===== src/rtl/l2_mem_req_scheduler_if.sv =====
// Memory-side port of the L2 request scheduler.
// The master side (the scheduler) drives the request address, direction and
// write data. The slave side (the memory) drives request ready and the
// in-order response strobe and data.
//   req_valid / req_ready  request handshake
//   req_addr               line address
//   req_rw                 1 = write-back, 0 = line fill
//   req_data               write data
//   res_valid / res_data   response, one per accepted request, in order
interface l2_mem_req_scheduler_if #(
  parameter int ADDR_W = 32,
  parameter int BLK_W  = 128
);
  logic              req_valid;
  logic              req_ready;
  logic [ADDR_W-1:0] req_addr;
  logic              req_rw;
  logic [BLK_W-1:0]  req_data;
  logic              res_valid;
  logic [BLK_W-1:0]  res_data;

  modport master (
    output req_valid, req_addr, req_rw, req_data,
    input  req_ready, res_valid, res_data
  );

  modport slave (
    input  req_valid, req_addr, req_rw, req_data,
    output req_ready, res_valid, res_data
  );
endinterface


===== src/rtl/l2_mem_req_scheduler.sv =====
// Shares the single memory port between NUM_BANKS L2 bank request ports.
// Round-robin grant into a one-entry request register, an in-order tracker
// FIFO of bank IDs for outstanding transactions, and one-hot routing of each
// memory response back to the bank that issued it.
//   clk_i, rst_ni        clock, async active-low reset
//   flush_i              hold off new grants while high
//   bank_req_*           per-bank request ports (packed, bank b at slice b)
//   bank_res_valid_o     one-hot response strobe, bank_res_data_o shared data
//   mem                  memory-side request/response interface (master)
//   outst_cnt_o          granted but not yet responded
//   flush_done_o         single pulse once a flush has fully drained
//   spurious_err_o       sticky: a response arrived with nothing outstanding
//
// Request register FSM
//   state     | meaning
//   REQ_EMPTY | no request waiting for the memory
//   REQ_FULL  | mem.req_valid high, addr/rw/data held stable until accepted
module l2_mem_req_scheduler #(
  parameter  int NUM_BANKS = 2,
  parameter  int MAX_OUTST = 4,
  parameter  int ADDR_W    = 32,
  parameter  int BLK_W     = 128,
  localparam int CNT_W     = $clog2(MAX_OUTST) + 1,
  localparam int PTR_W     = $clog2(MAX_OUTST),
  localparam int BID_W     = $clog2(NUM_BANKS)
) (
  input  logic                        clk_i,
  input  logic                        rst_ni,
  input  logic                        flush_i,
  input  logic [NUM_BANKS-1:0]        bank_req_valid_i,
  output logic [NUM_BANKS-1:0]        bank_req_ready_o,
  input  logic [NUM_BANKS*ADDR_W-1:0] bank_req_addr_i,
  input  logic [NUM_BANKS-1:0]        bank_req_rw_i,
  input  logic [NUM_BANKS*BLK_W-1:0]  bank_req_data_i,
  output logic [NUM_BANKS-1:0]        bank_res_valid_o,
  output logic [BLK_W-1:0]            bank_res_data_o,
  l2_mem_req_scheduler_if.master      mem,
  output logic [CNT_W-1:0]            outst_cnt_o,
  output logic                        flush_done_o,
  output logic                        spurious_err_o
);

  typedef enum logic {REQ_EMPTY = 1'b0, REQ_FULL = 1'b1} req_state_e;

  req_state_e        state_q, state_d;
  logic [BID_W-1:0]  rr_q, win, cand;
  logic              found, drain, can_grant, grant, pop;
  logic [CNT_W-1:0]  cnt_q, cnt_d;
  logic [ADDR_W-1:0] req_addr_q;
  logic              req_rw_q;
  logic [BLK_W-1:0]  req_data_q;
  logic [BID_W-1:0]  trk_q [MAX_OUTST];
  logic [PTR_W-1:0]  wr_ptr_q, rd_ptr_q;
  logic [NUM_BANKS-1:0] res_valid_q;
  logic [BLK_W-1:0]  res_data_q;
  logic              spur_q, fd_q, fd_seen_q, fd_fire;

  // Round-robin scan starting at rr_q, wrapping modulo NUM_BANKS.
  always_comb begin
    found = 1'b0;
    win   = '0;
    cand  = '0;
    for (int i = 0; i < NUM_BANKS; i++) begin
      cand = BID_W'((int'(rr_q) + i) % NUM_BANKS);
      if (!found && bank_req_valid_i[cand]) begin
        found = 1'b1;
        win   = cand;
      end
    end
  end

  // The count only moves at the clock edge, so a response in this cycle
  // cannot open a grant slot combinationally.
  assign drain     = (state_q == REQ_FULL) && mem.req_ready;
  assign can_grant = !flush_i && (cnt_q < CNT_W'(MAX_OUTST)) &&
                     ((state_q == REQ_EMPTY) || drain);
  assign grant     = can_grant && found;
  assign pop       = mem.res_valid && (cnt_q != '0);

  assign bank_req_ready_o = (grant && rst_ni) ? (NUM_BANKS'(1) << win) : '0;

  // FSM: state register
  always_ff @(posedge clk_i or negedge rst_ni) begin
    if (!rst_ni) state_q <= REQ_EMPTY;
    else         state_q <= state_d;
  end

  // FSM: next state (a grant refills the register even while it drains)
  always_comb begin
    state_d = state_q;
    if (grant)      state_d = REQ_FULL;
    else if (drain) state_d = REQ_EMPTY;
  end

  // FSM: outputs
  always_comb begin
    mem.req_valid = (state_q == REQ_FULL);
  end

  assign mem.req_addr = req_addr_q;
  assign mem.req_rw   = req_rw_q;
  assign mem.req_data = req_data_q;

  always_comb begin
    cnt_d = cnt_q;
    case ({grant, pop})
      2'b10:   cnt_d = cnt_q + CNT_W'(1);
      2'b01:   cnt_d = cnt_q - CNT_W'(1);
      default: cnt_d = cnt_q;
    endcase
  end

  // One pulse per flush episode; re-arms once flush_i drops.
  assign fd_fire = flush_i && (cnt_d == '0) && !fd_seen_q;

  always_ff @(posedge clk_i or negedge rst_ni) begin
    if (!rst_ni) begin
      rr_q        <= '0;
      cnt_q       <= '0;
      req_addr_q  <= '0;
      req_rw_q    <= 1'b0;
      req_data_q  <= '0;
      wr_ptr_q    <= '0;
      rd_ptr_q    <= '0;
      res_valid_q <= '0;
      res_data_q  <= '0;
      spur_q      <= 1'b0;
      fd_q        <= 1'b0;
      fd_seen_q   <= 1'b0;
    end else begin
      cnt_q       <= cnt_d;
      res_valid_q <= pop ? (NUM_BANKS'(1) << trk_q[rd_ptr_q]) : '0;
      fd_q        <= fd_fire;
      fd_seen_q   <= flush_i && (fd_seen_q || fd_fire);
      if (mem.res_valid && (cnt_q == '0)) spur_q <= 1'b1;
      if (grant) begin
        rr_q       <= BID_W'((int'(win) + 1) % NUM_BANKS);
        req_addr_q <= bank_req_addr_i[int'(win)*ADDR_W +: ADDR_W];
        req_rw_q   <= bank_req_rw_i[win];
        req_data_q <= bank_req_data_i[int'(win)*BLK_W +: BLK_W];
        wr_ptr_q   <= wr_ptr_q + PTR_W'(1);
      end
      if (pop) begin
        rd_ptr_q   <= rd_ptr_q + PTR_W'(1);
        res_data_q <= mem.res_data;
      end
    end
  end

  // Tracker storage needs no reset: entries are only read behind wr_ptr_q.
  always_ff @(posedge clk_i) begin
    if (grant) trk_q[wr_ptr_q] <= win;
  end

  assign outst_cnt_o      = cnt_q;
  assign bank_res_valid_o = res_valid_q;
  assign bank_res_data_o  = res_data_q;
  assign flush_done_o     = fd_q;
  assign spurious_err_o   = spur_q;

endmodule


===== src/flat_wrapper.sv =====
// flat-port wrapper written by rule: the top's interface ports become plain ports
module l2_mem_req_scheduler_flat 
#(
  parameter  int NUM_BANKS = 2,
  parameter  int MAX_OUTST = 4,
  parameter  int ADDR_W    = 32,
  parameter  int BLK_W     = 128,
  localparam int CNT_W     = $clog2(MAX_OUTST) + 1,
  localparam int PTR_W     = $clog2(MAX_OUTST),
  localparam int BID_W     = $clog2(NUM_BANKS)
)
  (clk_i, rst_ni, flush_i, bank_req_valid_i, bank_req_ready_o, bank_req_addr_i, bank_req_rw_i, bank_req_data_i, bank_res_valid_o, bank_res_data_o, outst_cnt_o, flush_done_o, spurious_err_o, mem_req_valid, mem_req_addr, mem_req_rw, mem_req_data, mem_req_ready, mem_res_valid, mem_res_data);
  l2_mem_req_scheduler_if #(.ADDR_W(ADDR_W), .BLK_W(BLK_W)) mem_i ();
  input  logic clk_i;
  input  logic rst_ni;
  input  logic flush_i;
  input  logic [NUM_BANKS-1:0] bank_req_valid_i;
  output logic [NUM_BANKS-1:0] bank_req_ready_o;
  input  logic [NUM_BANKS*ADDR_W-1:0] bank_req_addr_i;
  input  logic [NUM_BANKS-1:0] bank_req_rw_i;
  input  logic [NUM_BANKS*BLK_W-1:0] bank_req_data_i;
  output logic [NUM_BANKS-1:0] bank_res_valid_o;
  output logic [BLK_W-1:0] bank_res_data_o;
  output logic [CNT_W-1:0] outst_cnt_o;
  output logic flush_done_o;
  output logic spurious_err_o;
  output wire logic [$bits(mem_i.req_valid)-1:0] mem_req_valid;
  output wire logic [$bits(mem_i.req_addr)-1:0] mem_req_addr;
  output wire logic [$bits(mem_i.req_rw)-1:0] mem_req_rw;
  output wire logic [$bits(mem_i.req_data)-1:0] mem_req_data;
  input wire logic [$bits(mem_i.req_ready)-1:0] mem_req_ready;
  input wire logic [$bits(mem_i.res_valid)-1:0] mem_res_valid;
  input wire logic [$bits(mem_i.res_data)-1:0] mem_res_data;
  assign mem_req_valid = mem_i.req_valid;
  assign mem_req_addr = mem_i.req_addr;
  assign mem_req_rw = mem_i.req_rw;
  assign mem_req_data = mem_i.req_data;
  assign mem_i.req_ready = mem_req_ready;
  assign mem_i.res_valid = mem_res_valid;
  assign mem_i.res_data = mem_res_data;
  l2_mem_req_scheduler #(.NUM_BANKS(NUM_BANKS), .MAX_OUTST(MAX_OUTST), .ADDR_W(ADDR_W), .BLK_W(BLK_W)) u_core (.clk_i(clk_i), .rst_ni(rst_ni), .flush_i(flush_i), .bank_req_valid_i(bank_req_valid_i), .bank_req_ready_o(bank_req_ready_o), .bank_req_addr_i(bank_req_addr_i), .bank_req_rw_i(bank_req_rw_i), .bank_req_data_i(bank_req_data_i), .bank_res_valid_o(bank_res_valid_o), .bank_res_data_o(bank_res_data_o), .mem(mem_i), .outst_cnt_o(outst_cnt_o), .flush_done_o(flush_done_o), .spurious_err_o(spurious_err_o));
endmodule

===== config.mk =====
export PLATFORM = sky130hd
export DESIGN_NAME = l2_mem_req_scheduler_flat
export DESIGN_NICKNAME = d
export VERILOG_FILES = /design/src/rtl/l2_mem_req_scheduler_if.sv /design/src/rtl/l2_mem_req_scheduler.sv /design/src/flat_wrapper.sv
export SDC_FILE = /design/constraint.sdc
export NUM_CORES = 1
export LEC_CHECK = 0
export ABC_AREA = 0
export CAP_MARGIN = 30
export CORE_AREA = 10 10 289 291
export CTS_CLUSTER_SIZE = 30
export DETAILED_ROUTE_END_ITERATION = 7
export DIE_AREA = 0 0 299 301
export SLEW_MARGIN = 10
export SYNTH_ARGS = -nofsm -noshare
export SYNTH_HDL_FRONTEND = slang
export SYNTH_SLANG_ARGS = --single-unit

===== constraint.sdc =====
create_clock -name clk_i -period 2.8 [get_ports clk_i]
set_input_delay 0.56 -clock clk_i [delete_from_list [all_inputs] [get_ports clk_i]]
set_output_delay 0.56 -clock clk_i [all_outputs]
set_load 0.05 [all_outputs]

Word-level counts from Yosys, hierarchy flattened:

Memory sizes are Yosys's and may differ from the RTL's.
Cells that the tools add are included.

* shift-type cells: 4
* add/subtract/negate cells: 6
* bitwise gates (word level): 1
* multiplexer cells: 17
* magnitude comparators: 4
* equality and inequality tests: 2
* reduce and logical (&&, ||, !) cells: 20

Operators with widths (number)
* $shiftx 256x9->128: 1
* $shiftx 64x7->32: 1
* $mux 1: 14
* $logic_and 1x1->1: 11
* $logic_not 3->1: 2
* $lt 1x2->1 const B: 3
* $pmux 3 s2: 1
* $add 2x1->2 const B: 2
* $mux 2: 2
* $shl 1x1->2 const A: 2
* $add 3x1->3 const B: 1
* $logic_not 1->1: 3
* $lt 3x3->1 const B: 1
* $reduce_bool 3->1: 1
* $sub 3x1->3 const B: 1
* $add 1x1->1 const B: 2
* $eq 2x1->1 const B: 1
* $eq 2x2->1 const B: 1
* $logic_or 1x1->1: 2
* $reduce_bool 2->1: 1
* $not 1->1: 1

* bits in writable memories: 4
* input bits: 457
* word-level logic and storage cells: 68
* register bits: 303
* output and inout bits: 299
* memories kept: 1

Memory list
* u_core.trk_q: words 4, width 1, rd ports 1, clocked after Yosys merged registers in 0, write ports 1, RTL line l2_mem_req_scheduler.sv:52 `logic [BID_W-1:0] trk_q [MAX_OUTST];`

Depth between registers and ports, before layout:

* word-level depth: 14
* depth in mapped cells: 12
* gate-level depth less buffers: 10

Least setup slack after synthesis:

No wires, ideal clock.

* kind: register -> register
* start point: register u_core.cnt_q[0] (netlist: u_core.outst_cnt_o[0])
* end point: register u_core.fd_seen_q
* period minus slack after synthesis: 2.879 ns
* required time: 2.679 ns
* path buffers: 2
* setup slack: -0.079 ns
* data arrival time: 2.758 ns
* setup time: 0.121 ns
* cell stages (with the launch flop): 13
* cell sequence: dfrtp_1 > nor3_1 > nand2b_1 > clkbuf_1 > clkinv_1 > clkbuf_1 > ha_1 > inv_1 > fa_1 > xor2_1 > or3_1 > a31oi_1 > nor2b_1

* elaborated cells on any way between the ends: 16
* classes of those cells: add/sub (2); order compare (1); eq/ne (2); mux (1); reduce/logical (10)

RTL lines
* from (decl): RTL line l2_mem_req_scheduler.sv:48 `logic [CNT_W-1:0] cnt_q, cnt_d;`
* from (signal assigned): RTL line l2_mem_req_scheduler.sv:131 `cnt_q <= cnt_d;`
* $reduce_bool 3->1 (*): RTL line l2_mem_req_scheduler.sv:78 `assign pop = mem.res_valid && (cnt_q != '0);`
* $logic_and 1x1->1 (*): RTL line l2_mem_req_scheduler.sv:78
* via u_core.pop: RTL line l2_mem_req_scheduler.sv:47 `logic found, drain, can_grant, grant, pop;`
* $eq 2x1->1 or $eq 2x2->1 (tied branches): RTL line l2_mem_req_scheduler.sv:106 `case ({grant, pop})`
* $pmux 3 s2 (*): RTL line l2_mem_req_scheduler.sv:106
* $logic_not 3->1 (*): RTL line l2_mem_req_scheduler.sv:114 `assign fd_fire = flush_i && (cnt_d == '0) && !fd_seen_q;`
* $logic_and 1x1->1 (*) (2 in series): RTL line l2_mem_req_scheduler.sv:114
* $logic_or 1x1->1 (*): RTL line l2_mem_req_scheduler.sv:134 `fd_seen_q <= flush_i && (fd_seen_q || fd_fire);`
* $logic_and 1x1->1 (*): RTL line l2_mem_req_scheduler.sv:134
* to (signal assigned): RTL line l2_mem_req_scheduler.sv:134
* to (decl): RTL line l2_mem_req_scheduler.sv:56 `logic spur_q, fd_q, fd_seen_q, fd_fire;`

The timed path passes the listed nets; every way through them passes the cells marked *.
A chain may end at the register's enable or synchronous reset.

Worst setup path in the final report:

* start point: input port bank_req_valid_i[0]
* end point: output port bank_req_ready_o[1]

* longest elaborated chain between the ends: 9
* elaborated cells on any way between the ends: 14
* classes of those cells: shift (1); mux (9); reduce/logical (4)

Ends and longest elaborated chain
* from (decl): RTL line flat_wrapper.sv:17 `input logic [NUM_BANKS-1:0] bank_req_valid_i;`
* $mux 1 (implied by the code) (2 in series): RTL line l2_mem_req_scheduler.sv:65 `if (!found && bank_req_valid_i[cand]) begin`
* $mux 1: RTL line l2_mem_req_scheduler.sv:65
* $logic_not 1->1: RTL line l2_mem_req_scheduler.sv:65
* $logic_and 1x1->1: RTL line l2_mem_req_scheduler.sv:65
* $mux 1: RTL line l2_mem_req_scheduler.sv:65
* $logic_and 1x1->1: RTL line l2_mem_req_scheduler.sv:77 `assign grant = can_grant && found;`
* $logic_and 1x1->1: RTL line l2_mem_req_scheduler.sv:80 `assign bank_req_ready_o = (grant && rst_ni) ? (NUM_BANKS'(1) << win) : '0;`
* $mux 2 (*): RTL line l2_mem_req_scheduler.sv:80
* to (decl): RTL line flat_wrapper.sv:18 `output logic [NUM_BANKS-1:0] bank_req_ready_o;`

Mark *: on every way between the ends. The rest lies on a longest branch, timed or not. The select of a mux whose other input is x is not followed.

==> impl_metrics.sql <==
INSERT INTO impl_metrics (metric_group, metric, value, unit) VALUES
('outcome', 'status', 'complete, no violations', ''),
('global_route', 'grtUsageTotal', '12.6', '%'),
('synth', 'synth_cells', '1487', ''),
('critical_path', 'cp-start-kind', 'input port', ''),
('sta', 'worst-slew-pin-transition', '0.868', 'ns'),
('job', 'number_of_max_cap_violations', '0', ''),
('floorplanning', 'standard_cell_row_count', '102', ''),
('clock_network', 'clock-root-buffer', 'sky130_fd_sc_hd__clkbuf_16', ''),
('clock_network', 'clock_tree.htree_level_count', '2', ''),
('critical_path', 'cp.required', '2.24', 'ns'),
('clock_network', 'max-clock-path-buffers', '3', ''),
('power_and_ir_drop', 'share_seq_of_total_power', '26.9', '%'),
('power_and_ir_drop', 'leakage', '9.86', 'nW'),
('sta', 'post-route-period-util', '95.3', '%'),
('synth', 'synthTopCellsByArea', 'sky130_fd_sc_hd__dfrtp_1 59%, sky130_fd_sc_hd__nand2_1 21%, sky130_fd_sc_hd__a31oi_1 7.9%', ''),
('final_layout', 'sequential_cell_area', '7710', 'um^2'),
('synth', 'synth_compound_area_share', '8.23', '%'),
('synth', 'synth_fa_ha_area_share', '0.646', '%'),
('synth', 'yosys_register_bits', '307', ''),
('synth', 'synthSimpleGateAreaFrac', '26.6', '%'),
('critical_path', 'cp_top_family', 'buffers and inverters', ''),
('clock_network', 'worstSkewPairLatency', '0.56', 'ns'),
('synth', 'post_synth_xor_area_fraction', '0.343', '%'),
('synth', 'async_flop_share', '98.7', '%'),
('placement', 'buffer_ports.inserted', '755', ''),
('floorplanning', 'top_level_ports', '756', ''),
('global_route', 'grt-ovfl-total', '0', ''),
('hold_path', 'hold-path-cell-count', '1', ''),
('global_route', 'grt_first_pass_wirelength', '87300', 'um'),
('detailed_routing', 'detail_route.vias_per_cell', '3.87', ''),
('synth', 'synth_top_flop_cell', 'sky130_fd_sc_hd__dfrtp_1', ''),
('final_layout', 'multi_input_comb_area', '4630', 'um^2'),
('detailed_routing', 'drt.antenna.violating_nets', '0', ''),
('hold_path', 'timing.hold.worst.start', 'u_core.spurious_err_o', ''),
('global_route', 'grt_start_max_net_pins', '118', ''),
('detailed_routing', 'detail_routed_net_length_per_standard_cell', '18.5', 'um'),
('global_route', 'antenna_found_initial', '3', ''),
('placement', 'gpl.final_weighted_congestion', '0.807', ''),
('critical_path', 'timing.rr.start', 'u_core.mem.req_valid', ''),
('critical_path', 'worstPathArrival', '2.11', 'ns'),
('sta', 'fin_crit', '2.67', 'ns'),
('critical_path', 'criticalPathCategory', 'input port to output pin', ''),
('critical_path', 'crit_slowest_cell', 'sky130_fd_sc_hd__clkdlybuf4s50_1', ''),
('power_and_ir_drop', 'net-switching-power', '13.6', 'mW'),
('detailed_routing', 'postRouteWirelength', '60800', 'um'),
('synth', 'area_of_the_mapped_netlist', '12800', 'um^2'),
('power_and_ir_drop', 'cell_internal_pwr', '14.3', 'mW'),
('synth', 'synth.lib_cells_used.distinct', '29', ''),
('critical_path', 'critical_path_cell_sequence', 'clkdlybuf4s50_1 > nor2_1 > buf_4 > nor4_4 > buf_6 > and3_4 > buf_4 > buf_12', ''),
('final_layout', 'final.fill_count', '8159', ''),
('detailed_routing', 'first_iter_violations', '570', ''),
('synth', 'synth_largest_area_cell', 'sky130_fd_sc_hd__dfrtp_1', ''),
('synth', 'syn-mean-instance-area', '8.59', 'um^2'),
('critical_path', 'cp_slowest_stage_delay', '0.49', 'ns'),
('critical_path', 'ff2ff_setup_slack', '0.32', 'ns'),
('final_layout', 'area_growth_syn_to_layout', '79.4', '%'),
('sta', 'final-max-slew-violation-count', '0', ''),
('sta', 'max-slew-margin-rel', '42.2', '%'),
('floorplanning', 'die_area', '90000', 'um^2'),
('detailed_routing', 'detailroute.via_count', '12700', ''),
('final_layout', 'final_nets', '2681', ''),
('critical_path', 'critical_path.most_common_cell', 'sky130_fd_sc_hd__buf_4', ''),
('sta', 'final-hold-violation-count', '0', ''),
('hold_path', 'timing.hold.worst_endpoint', 'u_core.spurious_err_o', ''),
('synth', 'synth_top_family_by_area', 'simple AND/OR/NAND/NOR gates', ''),
('final_layout', 'most-common-layout-cells', '752 x sky130_fd_sc_hd__clkdlybuf4s50_1, 710 x sky130_fd_sc_hd__nand2_1, 300 x sky130_fd_sc_hd__dfrtp_1', ''),
('hold_path', 'hold_path_class', 'flip-flop to flip-flop', ''),
('clock_network', 'numClockSinks', '307', ''),
('power_and_ir_drop', 'power.density_cell_area', '1220', 'nW/um^2'),
('power_and_ir_drop', 'power_frac_comb', '54.9', '%'),
('clock_network', 'cts_tree', 'done', '');
cell usage after synthesis (4+ instances only):
cell type / instances
sky130_fd_sc_hd__a31oi_1: 162
sky130_fd_sc_hd__and2_1: 5
sky130_fd_sc_hd__buf_1: 7
sky130_fd_sc_hd__buf_2: 46
sky130_fd_sc_hd__clkbuf_1: 47
sky130_fd_sc_hd__dfrtp_1: 303
sky130_fd_sc_hd__edfxtp_1: 4
sky130_fd_sc_hd__ha_1: 5
sky130_fd_sc_hd__inv_1: 9
sky130_fd_sc_hd__nand2_1: 710
sky130_fd_sc_hd__nor2_1: 163
sky130_fd_sc_hd__xnor2_1: 4
per-stage QoR:
stage / instance area [um^2] / setup slack (ns) / util [%] / setup TNS (ns) / cells
floorplan: 12800 / 0.100 / - / 0 / 1487
global placement: 21600 / -0.273 / 28.0 / -4.04 / 3214
detailed placement: 21600 / -0.194 / 28.0 / -6.09 / 3214
CTS: 22900 / 0.0315 / 29.6 / 0 / 3280
global route: 22900 / 0.0141 / 29.6 / 0 / 3280
finish: 22900 / 0.131 / 29.6 / 0 / 3281
final cells by class:
cell class / instances / area share [%]
multi-input cells: 1070 / 20.2
clock inverters: 9 / 0.497
inverters: 10 / 0.196
well taps: 1040 / 5.68
diodes: 1 / 0.0109
repair buffers: 790 / 34.8
clock buffers: 54 / 4.95
flip-flops and latches: 307 / 33.6
worst max-delay path by stage:
stage	startpoint	slack, ns	endpoint
detailed placement	bank_req_valid_i[0]	-0.19	u_core.flush_done_o
global placement	bank_req_valid_i[0]	-0.27	u_core.fd_seen_q
finish	bank_req_valid_i[0]	0.13	bank_req_ready_o[1]
CTS	bank_req_valid_i[0]	0.03	bank_req_ready_o[0]
floorplan	u_core.outst_cnt_o[0]	0.10	u_core.fd_seen_q
global route	u_core.mem.req_valid	0.01	bank_req_ready_o[1]
routing by layer:
layer	global-route usage [%]	up-vias	share of wire [%]	wire length, um
met5	0	-	0.031	19
met4	4.26	4	3.2	1950
met3	5.06	84	9.4	5690
met2	21.7	541	49	29500
met1	14.1	5830	39	23700
li1	-	6226	-	-
logic make-up (layout without fill, tap and decap cells):
family,count (synthesis),after routing
adder cells (fa/ha/maj),6,6
buffers and inverters,110,863
AO/OA/AOI/OAI,168,168
AND/OR/NAND/NOR,889,889
flip-flops,307,307
multiplexers,2,2
other,0,1
XOR/XNOR,5,5
power by group through the flow:
stage                     clock network [mW]  registers, mW  logic, mW
final                                   5.05           7.51       15.3
after global routing                    5.43           7.78       16.1
after CTS                               5.28           7.53       15.6
after detailed placement                   0           7.58       15.5
after global placement                     0           7.54       15.5
after floorplan                            0           13.9       2.87
sequential cells by signal (all words and copies together) (netlist names):
signal and cells:
u_core.mem.req_rw 1, u_core.mem.req_data 128, u_core.bank_res_data_o 128, u_core.rd_ptr_q 2, u_core.trk_q 4, u_core.mem.req_addr 32
u_core.rr_q 1, u_core.wr_ptr_q 2, u_core.fd_seen_q 1, u_core.flush_done_o 1, u_core.outst_cnt_o 3, u_core.bank_res_valid_o 2
u_core.spurious_err_o 1, u_core.mem.req_valid 1
repair_timing:
item	in CTS	in global routing
endpoints found under the hold margin	6	0
setup buffers	2	0
cloned	0	0
gates resized for setup	2	1
endpoints found under the setup margin	1	2
pin swaps	0	1
hold buffers	1	0
Note: power is estimated with default switching activity, not from simulation.
